### src/rtl/logger_ev_packer_mc_if.sv
// Event-port and byte-stream bundle for the multi-channel event packer.
// The packer connects through "master"; the event sources and byte sink connect through "slave".
interface logger_ev_packer_mc_if #(
  parameter int N_CH = 4,
  parameter int ID_W = 16,
  parameter int TS_W = 64
);
  logic [N_CH-1:0]      ev_valid;
  logic [N_CH-1:0]      ev_ready;
  logic [N_CH*ID_W-1:0] ev_id;
  logic [N_CH*TS_W-1:0] ev_start;
  logic [N_CH*TS_W-1:0] ev_end;
  logic [N_CH*TS_W-1:0] ev_delta;
  logic [2:0]           fields_sel;
  logic                 byte_valid;
  logic                 byte_ready;
  logic [7:0]           byte_data;
  logic                 byte_last;

  modport master (
    input  ev_valid, ev_id, ev_start, ev_end, ev_delta, fields_sel, byte_ready,
    output ev_ready, byte_valid, byte_data, byte_last
  );

  modport slave (
    output ev_valid, ev_id, ev_start, ev_end, ev_delta, fields_sel, byte_ready,
    input  ev_ready, byte_valid, byte_data, byte_last
  );
endinterface

### src/rtl/logger_ev_packer_mc.sv
// Round-robin arbiter over N_CH event ports that turns each accepted event into an ASCII hex line
// "[ch,]id[,start][,end][,delta]\n" on a valid/ready byte stream.
module logger_ev_packer_mc #(
  parameter int N_CH    = 4,
  parameter int ID_W    = 16,
  parameter int TS_W    = 64,
  parameter int EMIT_CH = 1
) (
  input  logic                  clk,
  input  logic                  rst,
  logger_ev_packer_mc_if.master bus,
  output logic [31:0]           lines_sent
);

  localparam int CH_W    = (N_CH > 1) ? $clog2(N_CH) : 1;
  localparam int CHP_W   = CH_W + 1;
  localparam int CH_NIB  = (N_CH > 1) ? ($clog2(N_CH) + 3) / 4 : 1;
  localparam int ID_NIB  = (ID_W + 3) / 4;
  localparam int TS_NIB  = (TS_W + 3) / 4;
  localparam int MAX_A   = (ID_NIB > TS_NIB) ? ID_NIB : TS_NIB;
  localparam int MAX_NIB = (CH_NIB > MAX_A) ? CH_NIB : MAX_A;
  localparam int VAL_W   = MAX_NIB * 4;
  localparam int NIB_W   = $clog2(MAX_NIB + 1);

  typedef enum logic {S_IDLE, S_SEND} state_t;
  typedef enum logic [2:0] {
    F_CH    = 3'd0,
    F_ID    = 3'd1,
    F_START = 3'd2,
    F_END   = 3'd3,
    F_DELTA = 3'd4,
    F_NL    = 3'd5
  } field_t;

  localparam field_t FIRST_F = (EMIT_CH != 0) ? F_CH : F_ID;

  state_t            state_q;
  logic [CH_W-1:0]   rr_ptr_q;
  logic [CH_W-1:0]   ch_q;
  logic [VAL_W-1:0]  id_q;
  logic [VAL_W-1:0]  start_q;
  logic [VAL_W-1:0]  end_q;
  logic [VAL_W-1:0]  delta_q;
  logic [2:0]        sel_q;
  field_t            field_q;
  logic [NIB_W-1:0]  nib_q;
  logic              comma_q;
  logic              byte_valid_q;
  logic [7:0]        byte_data_q;
  logic              byte_last_q;
  logic [31:0]       lines_q;

  logic [CH_W-1:0]   grant_s;
  logic              any_valid_s;
  logic              accept_s;
  logic [N_CH-1:0]   ev_ready_s;
  field_t            nxt_field_s;
  logic [NIB_W-1:0]  nxt_nib_s;
  logic              nxt_comma_s;
  logic [VAL_W-1:0]  nxt_val_s;
  logic [VAL_W-1:0]  first_val_s;
  logic [7:0]        adv_byte_s;
  logic [7:0]        first_byte_s;

  logic [ID_W-1:0]   ev_id_a    [N_CH];
  logic [TS_W-1:0]   ev_start_a [N_CH];
  logic [TS_W-1:0]   ev_end_a   [N_CH];
  logic [TS_W-1:0]   ev_delta_a [N_CH];

  for (genvar c = 0; c < N_CH; c++) begin : g_unpack
    assign ev_id_a[c]    = bus.ev_id[c*ID_W +: ID_W];
    assign ev_start_a[c] = bus.ev_start[c*TS_W +: TS_W];
    assign ev_end_a[c]   = bus.ev_end[c*TS_W +: TS_W];
    assign ev_delta_a[c] = bus.ev_delta[c*TS_W +: TS_W];
  end

  function automatic logic [7:0] hex_ascii(input logic [3:0] nib);
    logic [7:0] r;
    if (nib < 4'd10) r = 8'h30 + {4'h0, nib};
    else             r = 8'h37 + {4'h0, nib};
    return r;
  endfunction

  function automatic logic [NIB_W-1:0] fld_ndig(input field_t f);
    logic [NIB_W-1:0] n;
    case (f)
      F_CH:                     n = NIB_W'(CH_NIB);
      F_ID:                     n = NIB_W'(ID_NIB);
      F_START, F_END, F_DELTA:  n = NIB_W'(TS_NIB);
      default:                  n = NIB_W'(1);
    endcase
    return n;
  endfunction

  // Mandatory id follows the channel; optional fields are skipped according to the captured select.
  function automatic field_t next_field(input field_t f, input logic [2:0] sel);
    field_t nf;
    case (f)
      F_CH:    nf = F_ID;
      F_ID:    nf = sel[0] ? F_START : (sel[1] ? F_END : (sel[2] ? F_DELTA : F_NL));
      F_START: nf = sel[1] ? F_END : (sel[2] ? F_DELTA : F_NL);
      F_END:   nf = sel[2] ? F_DELTA : F_NL;
      default: nf = F_NL;
    endcase
    return nf;
  endfunction

  function automatic logic [7:0] pos_byte(input field_t f, input logic [NIB_W-1:0] nib,
                                          input logic comma, input logic [VAL_W-1:0] val);
    logic [NIB_W-1:0] idx;
    logic [VAL_W-1:0] sh;
    logic [7:0]       r;
    idx = fld_ndig(f) - nib - NIB_W'(1);
    sh  = val >> {idx, 2'b00};
    if (comma)          r = 8'h2C;
    else if (f == F_NL) r = 8'h0A;
    else                r = hex_ascii(sh[3:0]);
    return r;
  endfunction

  // Round-robin grant: lowest offset from rr_ptr_q wins, so scan offsets from high to low.
  always_comb begin
    logic [CHP_W-1:0] sum_v;
    grant_s     = '0;
    any_valid_s = 1'b0;
    sum_v       = '0;
    for (int i = N_CH - 1; i >= 0; i--) begin
      sum_v = {1'b0, rr_ptr_q} + CHP_W'(i);
      if (sum_v >= CHP_W'(N_CH)) sum_v = sum_v - CHP_W'(N_CH);
      else                       sum_v = sum_v;
      if (bus.ev_valid[sum_v[CH_W-1:0]]) begin
        grant_s     = sum_v[CH_W-1:0];
        any_valid_s = 1'b1;
      end else begin
        any_valid_s = any_valid_s;
      end
    end
  end

  // One-hot ready toward the granted channel, only while idle.
  always_comb begin
    ev_ready_s = '0;
    accept_s   = (state_q == S_IDLE) && any_valid_s;
    if (accept_s) ev_ready_s[grant_s] = 1'b1;
    else          ev_ready_s = '0;
  end

  // Position of the byte after the current one, and its character.
  always_comb begin
    nxt_field_s = field_q;
    nxt_nib_s   = nib_q;
    nxt_comma_s = 1'b0;
    if (comma_q) begin
      nxt_nib_s = '0;
    end else if (nib_q == fld_ndig(field_q) - NIB_W'(1)) begin
      nxt_field_s = next_field(field_q, sel_q);
      nxt_nib_s   = '0;
      nxt_comma_s = (nxt_field_s != F_NL);
    end else begin
      nxt_nib_s = nib_q + NIB_W'(1);
    end
    case (nxt_field_s)
      F_CH:    nxt_val_s = VAL_W'(ch_q);
      F_ID:    nxt_val_s = id_q;
      F_START: nxt_val_s = start_q;
      F_END:   nxt_val_s = end_q;
      F_DELTA: nxt_val_s = delta_q;
      default: nxt_val_s = '0;
    endcase
    adv_byte_s = pos_byte(nxt_field_s, nxt_nib_s, nxt_comma_s, nxt_val_s);
  end

  // First character is taken straight from the inputs so it can be registered on the accept edge.
  always_comb begin
    if (EMIT_CH != 0) first_val_s = VAL_W'(grant_s);
    else              first_val_s = VAL_W'(ev_id_a[grant_s]);
    first_byte_s = pos_byte(FIRST_F, '0, 1'b0, first_val_s);
  end

  // Arbitration, capture and byte sequencing FSM with registered outputs.
  always_ff @(posedge clk) begin
    if (rst) begin
      state_q      <= S_IDLE;
      rr_ptr_q     <= '0;
      ch_q         <= '0;
      id_q         <= '0;
      start_q      <= '0;
      end_q        <= '0;
      delta_q      <= '0;
      sel_q        <= 3'b000;
      field_q      <= FIRST_F;
      nib_q        <= '0;
      comma_q      <= 1'b0;
      byte_valid_q <= 1'b0;
      byte_data_q  <= 8'h00;
      byte_last_q  <= 1'b0;
      lines_q      <= 32'd0;
    end else begin
      case (state_q)
        S_IDLE: begin
          if (accept_s) begin
            ch_q         <= grant_s;
            id_q         <= VAL_W'(ev_id_a[grant_s]);
            start_q      <= VAL_W'(ev_start_a[grant_s]);
            end_q        <= VAL_W'(ev_end_a[grant_s]);
            delta_q      <= VAL_W'(ev_delta_a[grant_s]);
            sel_q        <= bus.fields_sel;
            rr_ptr_q     <= (grant_s == CH_W'(N_CH - 1)) ? '0 : grant_s + CH_W'(1);
            field_q      <= FIRST_F;
            nib_q        <= '0;
            comma_q      <= 1'b0;
            byte_valid_q <= 1'b1;
            byte_data_q  <= first_byte_s;
            byte_last_q  <= 1'b0;
            state_q      <= S_SEND;
          end else begin
            byte_valid_q <= 1'b0;
          end
        end
        S_SEND: begin
          if (bus.byte_ready) begin
            if (field_q == F_NL) begin
              lines_q      <= lines_q + 32'd1;
              byte_valid_q <= 1'b0;
              byte_data_q  <= 8'h00;
              byte_last_q  <= 1'b0;
              state_q      <= S_IDLE;
            end else begin
              field_q      <= nxt_field_s;
              nib_q        <= nxt_nib_s;
              comma_q      <= nxt_comma_s;
              byte_data_q  <= adv_byte_s;
              byte_last_q  <= (nxt_field_s == F_NL);
            end
          end else begin
            byte_valid_q <= byte_valid_q;
          end
        end
        default: state_q <= S_IDLE;
      endcase
    end
  end

  assign bus.ev_ready   = ev_ready_s;
  assign bus.byte_valid = byte_valid_q;
  assign bus.byte_data  = byte_data_q;
  assign bus.byte_last  = byte_last_q;
  assign lines_sent     = lines_q;

endmodule

### src/flat_wrapper.sv
// flat-port wrapper written by rule: the top's interface ports become plain ports
module logger_ev_packer_mc_flat 
#(
  parameter int N_CH    = 4,
  parameter int ID_W    = 16,
  parameter int TS_W    = 64,
  parameter int EMIT_CH = 1
)
  (clk, rst, lines_sent, bus_ev_valid, bus_ev_id, bus_ev_start, bus_ev_end, bus_ev_delta, bus_fields_sel, bus_byte_ready, bus_ev_ready, bus_byte_valid, bus_byte_data, bus_byte_last);
  logger_ev_packer_mc_if #(.N_CH(N_CH), .ID_W(ID_W), .TS_W(TS_W)) bus_i ();
  input  logic clk;
  input  logic rst;
  output logic [31:0] lines_sent;
  input wire logic [$bits(bus_i.ev_valid)-1:0] bus_ev_valid;
  input wire logic [$bits(bus_i.ev_id)-1:0] bus_ev_id;
  input wire logic [$bits(bus_i.ev_start)-1:0] bus_ev_start;
  input wire logic [$bits(bus_i.ev_end)-1:0] bus_ev_end;
  input wire logic [$bits(bus_i.ev_delta)-1:0] bus_ev_delta;
  input wire logic [$bits(bus_i.fields_sel)-1:0] bus_fields_sel;
  input wire logic [$bits(bus_i.byte_ready)-1:0] bus_byte_ready;
  output wire logic [$bits(bus_i.ev_ready)-1:0] bus_ev_ready;
  output wire logic [$bits(bus_i.byte_valid)-1:0] bus_byte_valid;
  output wire logic [$bits(bus_i.byte_data)-1:0] bus_byte_data;
  output wire logic [$bits(bus_i.byte_last)-1:0] bus_byte_last;
  assign bus_i.ev_valid = bus_ev_valid;
  assign bus_i.ev_id = bus_ev_id;
  assign bus_i.ev_start = bus_ev_start;
  assign bus_i.ev_end = bus_ev_end;
  assign bus_i.ev_delta = bus_ev_delta;
  assign bus_i.fields_sel = bus_fields_sel;
  assign bus_i.byte_ready = bus_byte_ready;
  assign bus_ev_ready = bus_i.ev_ready;
  assign bus_byte_valid = bus_i.byte_valid;
  assign bus_byte_data = bus_i.byte_data;
  assign bus_byte_last = bus_i.byte_last;
  logger_ev_packer_mc #(.N_CH(N_CH), .ID_W(ID_W), .TS_W(TS_W), .EMIT_CH(EMIT_CH)) u_core (.clk(clk), .rst(rst), .bus(bus_i), .lines_sent(lines_sent));
endmodule
### config.mk
export PLATFORM = sky130hd
export DESIGN_NAME = logger_ev_packer_mc_flat
export DESIGN_NICKNAME = d
export VERILOG_FILES = /design/src/rtl/logger_ev_packer_mc_if.sv /design/src/rtl/logger_ev_packer_mc.sv /design/src/flat_wrapper.sv
export SDC_FILE = /design/constraint.sdc
export NUM_CORES = 1
export LEC_CHECK = 0
export BUFFER_PORTS_ARGS = -buffer_cell sky130_fd_sc_hd__buf_2
export CAP_MARGIN = 0
export CORE_AREA = 2 2 348 350
export DETAILED_ROUTE_END_ITERATION = 6
export DIE_AREA = 0 0 350 352
export HOLD_SLACK_MARGIN = 0.12
export PLACE_DENSITY_LB_ADDON = 0.2
export SLEW_MARGIN = 40
export SYNTH_ARGS = -nofsm -noshare
export SYNTH_HDL_FRONTEND = slang
export SYNTH_SLANG_ARGS = --single-unit
export TNS_END_PERCENT = 5
### constraint.sdc
create_clock -name clk -period 6.2 [get_ports clk]
set_input_delay 0.62 -clock clk [delete_from_list [all_inputs] [get_ports clk]]
set_output_delay 0.62 -clock clk [all_outputs]
set_load 0.05 [all_outputs]
; After elaboration in Yosys (flattened, before gate mapping)
; Index checks and enable logic that the tools add are counted.
[word_totals]
ff_bits = 267
latch_bits = 0
ram_bits = 0
rom_bits = 0
elab_cells = 158
mem_count = 0
[classes]
n_addsub = 17
mul = 0
div_mod_pow = 0
order_cmp = 13
eq_ne = 17
n_shift = 1
muxes = 82
bitwise_logic = 2
n_reduce_logical = 11
[op_table]
columns = op, count
row1 = 64-bit binary-select mux with 2-bit select, 3
row2 = 64-bit two-way mux, 6
row3 = 64-bit one-hot mux with 5 select lines, 1
row4 = 64-bit by 7-bit right shift with 4-bit output, 1
row5 = 8-bit two-way mux, 7
row6 = 32-bit by 1-bit adder with 32-bit output (second input constant), 1
row7 = 16-bit binary-select mux with 2-bit select, 1
row8 = 16-bit two-way mux, 2
row9 = 5-bit two-way mux, 6
row10 = 5-bit one-hot mux with 2 select lines, 3
row11 = 3-bit two-way mux, 9
row12 = 1-bit two-way mux, 22
row13 = 2-bit two-way mux, 9
row14 = 8-bit one-hot mux with 2 select lines, 1
row15 = 2-bit by 3-bit less-than comparator with 1-bit output (second input constant), 5
row16 = 6-bit by 2-bit adder with 7-bit output (first input constant), 2
row17 = 6-bit by 4-bit adder with 7-bit output (first input constant), 2
row18 = 3-bit by 2-bit == test with 1-bit output (second input constant), 4
row19 = 3-bit == test (second input constant), 4
row20 = 3-bit greater-or-equal comparator (second input constant), 4
row21 = 3-bit one-hot mux with 4 select lines, 1
row22 = 5-bit by 1-bit subtractor with 5-bit output (second input constant), 2
row23 = 1-bit binary-select mux with 2-bit select, 4
row24 = 1-bit one-hot mux with 2 select lines, 4
row25 = other kinds (26), 39

; Depth between registers and ports, before layout
[depth]
depth_word = 23
mapped_depth = 27
depth_no_buf = 21

; Least setup slack after synthesis
; No wires, ideal clock.
[synth_timing]
path_type = reg-to-reg
startpoint = register u_core.field_q[0]
endpoint = register u_core.byte_data_q[1], in the netlist u_core.bus.byte_data[1]
setup_time_ns = 0.091
arrival_time_ns = 5.065
t_required_ns = 6.109
slack_ns = 1.044
path_stages_with_launch = 25
n_path_buf = 6
path_cell_list = dfxtp_1 or3_1 a211o_1 o31a_1 buf_6 nor3_4 nor2_4 buf_2 buf_2 a21oi_1 nor2_1 ha_1 ha_1 clkbuf_1 clkbuf_1 clkbuf_1 a221oi_1 a221oi_1 o31ai_1 o22a_1 inv_1 nand2_1 ha_1 or3_1 a311oi_1
[synth_between]
elab_chain_len = 21
word_cells_on_any_way = 42
cone_classes = add/sub (5) / order compare (1) / eq/ne (12) / shift (1) / mux (19) / reduce/logical (4)
[synth_rtl]
columns = item, line
row1 = from (decl), logger_ev_packer_mc.sv:45  ; field_t field_q;
row2 = from (signal assigned), logger_ev_packer_mc.sv:229  ; field_q <= nxt_field_s;
row3 = 3-bit == test or 3-bit by 2-bit == test with 1-bit output (tied branches), "logger_ev_packer_mc.sv:86, logger_ev_packer_mc.sv:98"
row4 = 3-bit OR reduction, logger_ev_packer_mc.sv:86  ; case (f)
row5 = 5-bit one-hot mux with 2 select lines, logger_ev_packer_mc.sv:86
row6 = 5-bit two-way mux, logger_ev_packer_mc.sv:153  ; if (comma_q) begin
row7 = 5-bit by 1-bit subtractor with 5-bit output, logger_ev_packer_mc.sv:155  ; end else if (nib_q == fld_ndig(field_q) - NIB_W'(1)) begin
row8 = 5-bit == test, logger_ev_packer_mc.sv:155
row9 = 3-bit two-way mux, logger_ev_packer_mc.sv:155
row10 = 3-bit two-way mux, logger_ev_packer_mc.sv:153
row11 = (+5 left out), -
row12 = 64-bit by 7-bit right shift with 4-bit output, logger_ev_packer_mc.sv:114  ; sh = val >> {idx, 2'b00};
row13 = "6-bit by 4-bit adder with 7-bit output, or another cell as far along", logger_ev_packer_mc.sv:80  ; else r = 8'h37 + {4'h0, nib};
row14 = 8-bit two-way mux, logger_ev_packer_mc.sv:79  ; if (nib < 4'd10) r = 8'h30 + {4'h0, nib};
row15 = 8-bit two-way mux, logger_ev_packer_mc.sv:116  ; else if (f == F_NL) r = 8'h0A;
row16 = 8-bit two-way mux, logger_ev_packer_mc.sv:115  ; if (comma) r = 8'h2C;
row17 = 8-bit two-way mux (*), logger_ev_packer_mc.sv:222  ; if (field_q == F_NL) begin
row18 = 8-bit two-way mux (*), logger_ev_packer_mc.sv:221  ; if (bus.byte_ready) begin
row19 = 8-bit one-hot mux with 2 select lines (*), logger_ev_packer_mc.sv:199  ; case (state_q)
row20 = to (signal assigned), logger_ev_packer_mc.sv:213  ; byte_data_q <= first_byte_s;
row21 = to (signal assigned), logger_ev_packer_mc.sv:232  ; byte_data_q <= adv_byte_s;
row22 = to (decl), logger_ev_packer_mc.sv:49  ; logic [7:0] byte_data_q;
; Mark *: on every way between the ends. The rest lies on a longest branch, timed or not. The select of a mux whose other input is x is not followed.
; A chain may end at the register's enable or synchronous reset.

; Worst setup path in the final report
[layout_timing]
startpoint = register u_core.field_q[1]
endpoint = register u_core.byte_data_q[1], in the netlist u_core.bus.byte_data[1]
; The elaborated chain is that of the path after synthesis.

==> impl_metrics.toml <==
[run_status]
status = "complete, no violations"

[cts]
clkSinkCount = 266
cts_tree = "done"
ctsHtreeMaxLevel = 2
cts_made_buffers = 38
cts.reportedPaths.clkPinSlew_ns = 0.06
ctsHoldBuffers = 0
clk_path_buf_depth = 3
post_cts_buffers = 0
cts_resized = 0
clkLatencyLatePin_ns = 0.57
cts_root_buffer = "clkbuf_16"

[timing]
max_freq_ghz = 0.172
finClkSkew_ns = 0.0151
fin_setup_tns_ns = 0
finalSetupViolations = 0
fin_crit_ns = 5.82
tightest_slew_ns = 1.06
maxSlewViolCount = 0
finalCritPeriodShare_pct = 93.9
hold_violations = 0
timing.final.ws_setup_ns = 0.375
fin_hold_ws_ns = 0.360
rsz0062_at_grt = "no"
max_slew_margin_pct = 29.3

[synthesis]
synth_top_area_share_pct = 28.7
synth_nets = 3668
syn-cell-area_um2 = 18500
synthArstFlopShare_pct = 0
synth_edf_count = 0
synth_cell_types = 88
synthFlopType = "dfxtp_1"
synth_most_common_cell = "nand2_1"
postSynthCellCount = 2816
ys_seq_area_share_pct = 28.7
synth_top_cell_by_area = "dfxtp_1"
synthTopCellsByCount = "nand2_1 (912), nor2_1 (282), dfxtp_1 (266)"
syn_avg_cell_area_um2 = 6.58
yosys_warnings = 0
synth_seq_cells = 266
ys_top_cells_by_area = "dfxtp_1 (29%), nand2_1 (18%), a311oi_1 (10%)"

[worst_setup_path]
crit_end = "u_core.bus.byte_data[1]$_SDFFE_PP0P_"
worst-r2r-setup-slack_ns = 0.38
timing.rr.end = "u_core.bus.byte_data[1]$_SDFFE_PP0P_"
cp-startpoint = "u_core.field_q[1]$_SDFFE_PP0P_"
cp_data_arrival_time_ns = 6.30
criticalPathCategory = "reg -> reg"
r2r_cells = 18
critPathLaunchType = "flip-flop"
end_kind = "flip-flop"
cp_max_fo = 15
crit_required_ns = 6.68
r2r-start = "u_core.field_q[1]$_SDFFE_PP0P_"

[layout]
design_area_um2 = 26000
fin_util_pct = 21.8
fillCellCount = 13700
area_delta_synth_final_pct = 40.6
nets = 4396
drive_gt1_share_pct = 29.6

[floorplanning]
die_x_um = 350
initial_core_util_pct = 15.5
die_y_um = 352
placement_rows = 127
core-area_um2 = 119000
ioPinCount = 888
die_area_um2 = 123000

[detailed_routing]
first_pass_iters = 5
num_vias = 23600
post_drt_wl_per_cell_um = 23.8
wl_um = 123000
via_per_inst = 4.54
drc_errors = 0
drt_iter0_markers = 1599
antenna_left = 0

[global_route]
antenna_found_initial = 19
grt_remaining_overflow = 0
grt_pass1_vias = 23100
grt.total_usage_pct = 19.1
grt_pass1_wl_um = 171000
grt_start_max_net_pins = 194

[power_and_ir_drop]
p_per_area_nw_per_um2 = 267
power.leakage_uw = 0.0117
ir_worst_vdd_mv = 0.163

[flow_run]
maxCapViolCount = 0

[placement]
io_buffers = 886
pre_cts_slack_ns = 0.553
postPlaceCellArea_um2 = 24600
hpwl_um = 97800
gp_congestion = 0.898

[min_path]
min_path_type = "in -> reg"
-- cell type report --
class / instances / area (um^2) / share of cell area, %
Inverter: 22 / 97.6 / 0.375
Tap cell: 1612 / 2020 / 7.74
Multi-Input combinational cell: 2272 / 12200 / 46.9
Clock inverter: 16 / 210 / 0.807
Antenna cell: 6 / 15.0 / 0.0576
Sequential cell: 266 / 5330 / 20.4
Clock buffer: 51 / 1090 / 4.19
Timing Repair Buffer: 944 / 5070 / 19.5
-- cells in the final DEF (no fill, tap or decap), drive strengths merged, types with 11 or more instances in the layout --
cell type and count:
buf 944, nand2 914, nor2 283, dfxtp 266
a21oi 252, and3 234, a311oi 219, clkbuf 51
nand3 40, o21ai 37, xor2 26, a221oi 23
inv 23, a211oi 17, a221o 13, nor3 13
or3 11, a21o 11
-- sequential cells by signal, indices dropped and copies added (netlist names) --
name	flops
u_core.delta_q	64
u_core.state_q	1
u_core.rr_ptr_q	2
u_core.id_q	16
u_core.end_q	64
u_core.bus.byte_last	1
u_core.sel_q	3
u_core.ch_q	2
u_core.bus.byte_valid	1
u_core.field_q	3
u_core.nib_q	5
u_core.comma_q	1
u_core.bus.byte_data	7
u_core.start_q	64
u_core.lines_sent	32
-- routing by layer --
metal  routed length [um]  GRT usage, %
met4                 2730          4.20
met1                55400          25.1
met3                 6210          2.65
met5                   13             0
met2                59000          32.6
-- through the flow --
step	total power (uW)	std cells
2_1_floorplan	3480	2816
3_3_place_gp	4700	5112
3_5_place_dp	4710	5113
4_1_cts	7080	5180
5_1_grt	7380	5184
6_report	6950	5189
-- critical path, stage by stage (launching register included) --
cell and delay [ns]:
dfxtp_1 0.59, inv_1 0.19, a31oi_1 0.32, o31a_1 0.60
nor2_1 0.22, a21o_1 0.30, a21oi_1 0.15, nor2_1 0.09
ha_1 0.21, ha_1 0.41, inv_1 0.53, nor2_1 0.19
o311ai_0 0.22, a21oi_1 0.13, o32ai_1 0.61, o2111a_1 0.33
nor2_1 0.09, or3_1 0.35, a311oi_1 0.20
-- report_power, final --
part / total (uW) / switching [uW] / internal [uW]
Sequential: 2130 / 261 / 1870
Clock: 2300 / 896 / 1410
Combinational: 2520 / 1580 / 932
Total: 6950 / 2740 / 4210
-- cell families (layout without fill, tap and decap cells) --
group                      after synthesis  count (layout)  share of synthesized area, %
buffers and inverters                  278            1033                          5.97
DFF                                    266             266                          28.7
muxes                                   16              16                         0.905
adders and majority gates               10              10                         0.675
other                                    1               7                        0.0202
xor gates and xnor gates                32              32                          1.51
AOI/OAI and AO/OA                      678             678                          26.4
and+or+nand+nor                       1535            1535                          35.8
-- worst min path at each step --
stage	start	endpoint	slack, ns	depth (start not counted)
2_1_floorplan	u_core.sel_q[2]$_SDFFE_PP0P_	u_core.sel_q[2]$_SDFFE_PP0P_	0.44	2
3_3_place_gp	u_core.sel_q[2]$_SDFFE_PP0P_	u_core.sel_q[2]$_SDFFE_PP0P_	0.45	2
3_5_place_dp	u_core.sel_q[2]$_SDFFE_PP0P_	u_core.sel_q[2]$_SDFFE_PP0P_	0.46	2
4_1_cts	bus_fields_sel[1]	u_core.sel_q[1]$_SDFFE_PP0P_	0.35	3
5_1_grt	bus_fields_sel[0]	u_core.sel_q[0]$_SDFFE_PP0P_	0.38	3
6_report	bus_fields_sel[0]	u_core.sel_q[0]$_SDFFE_PP0P_	0.36	3
Power figures use the tool's default switching activity.
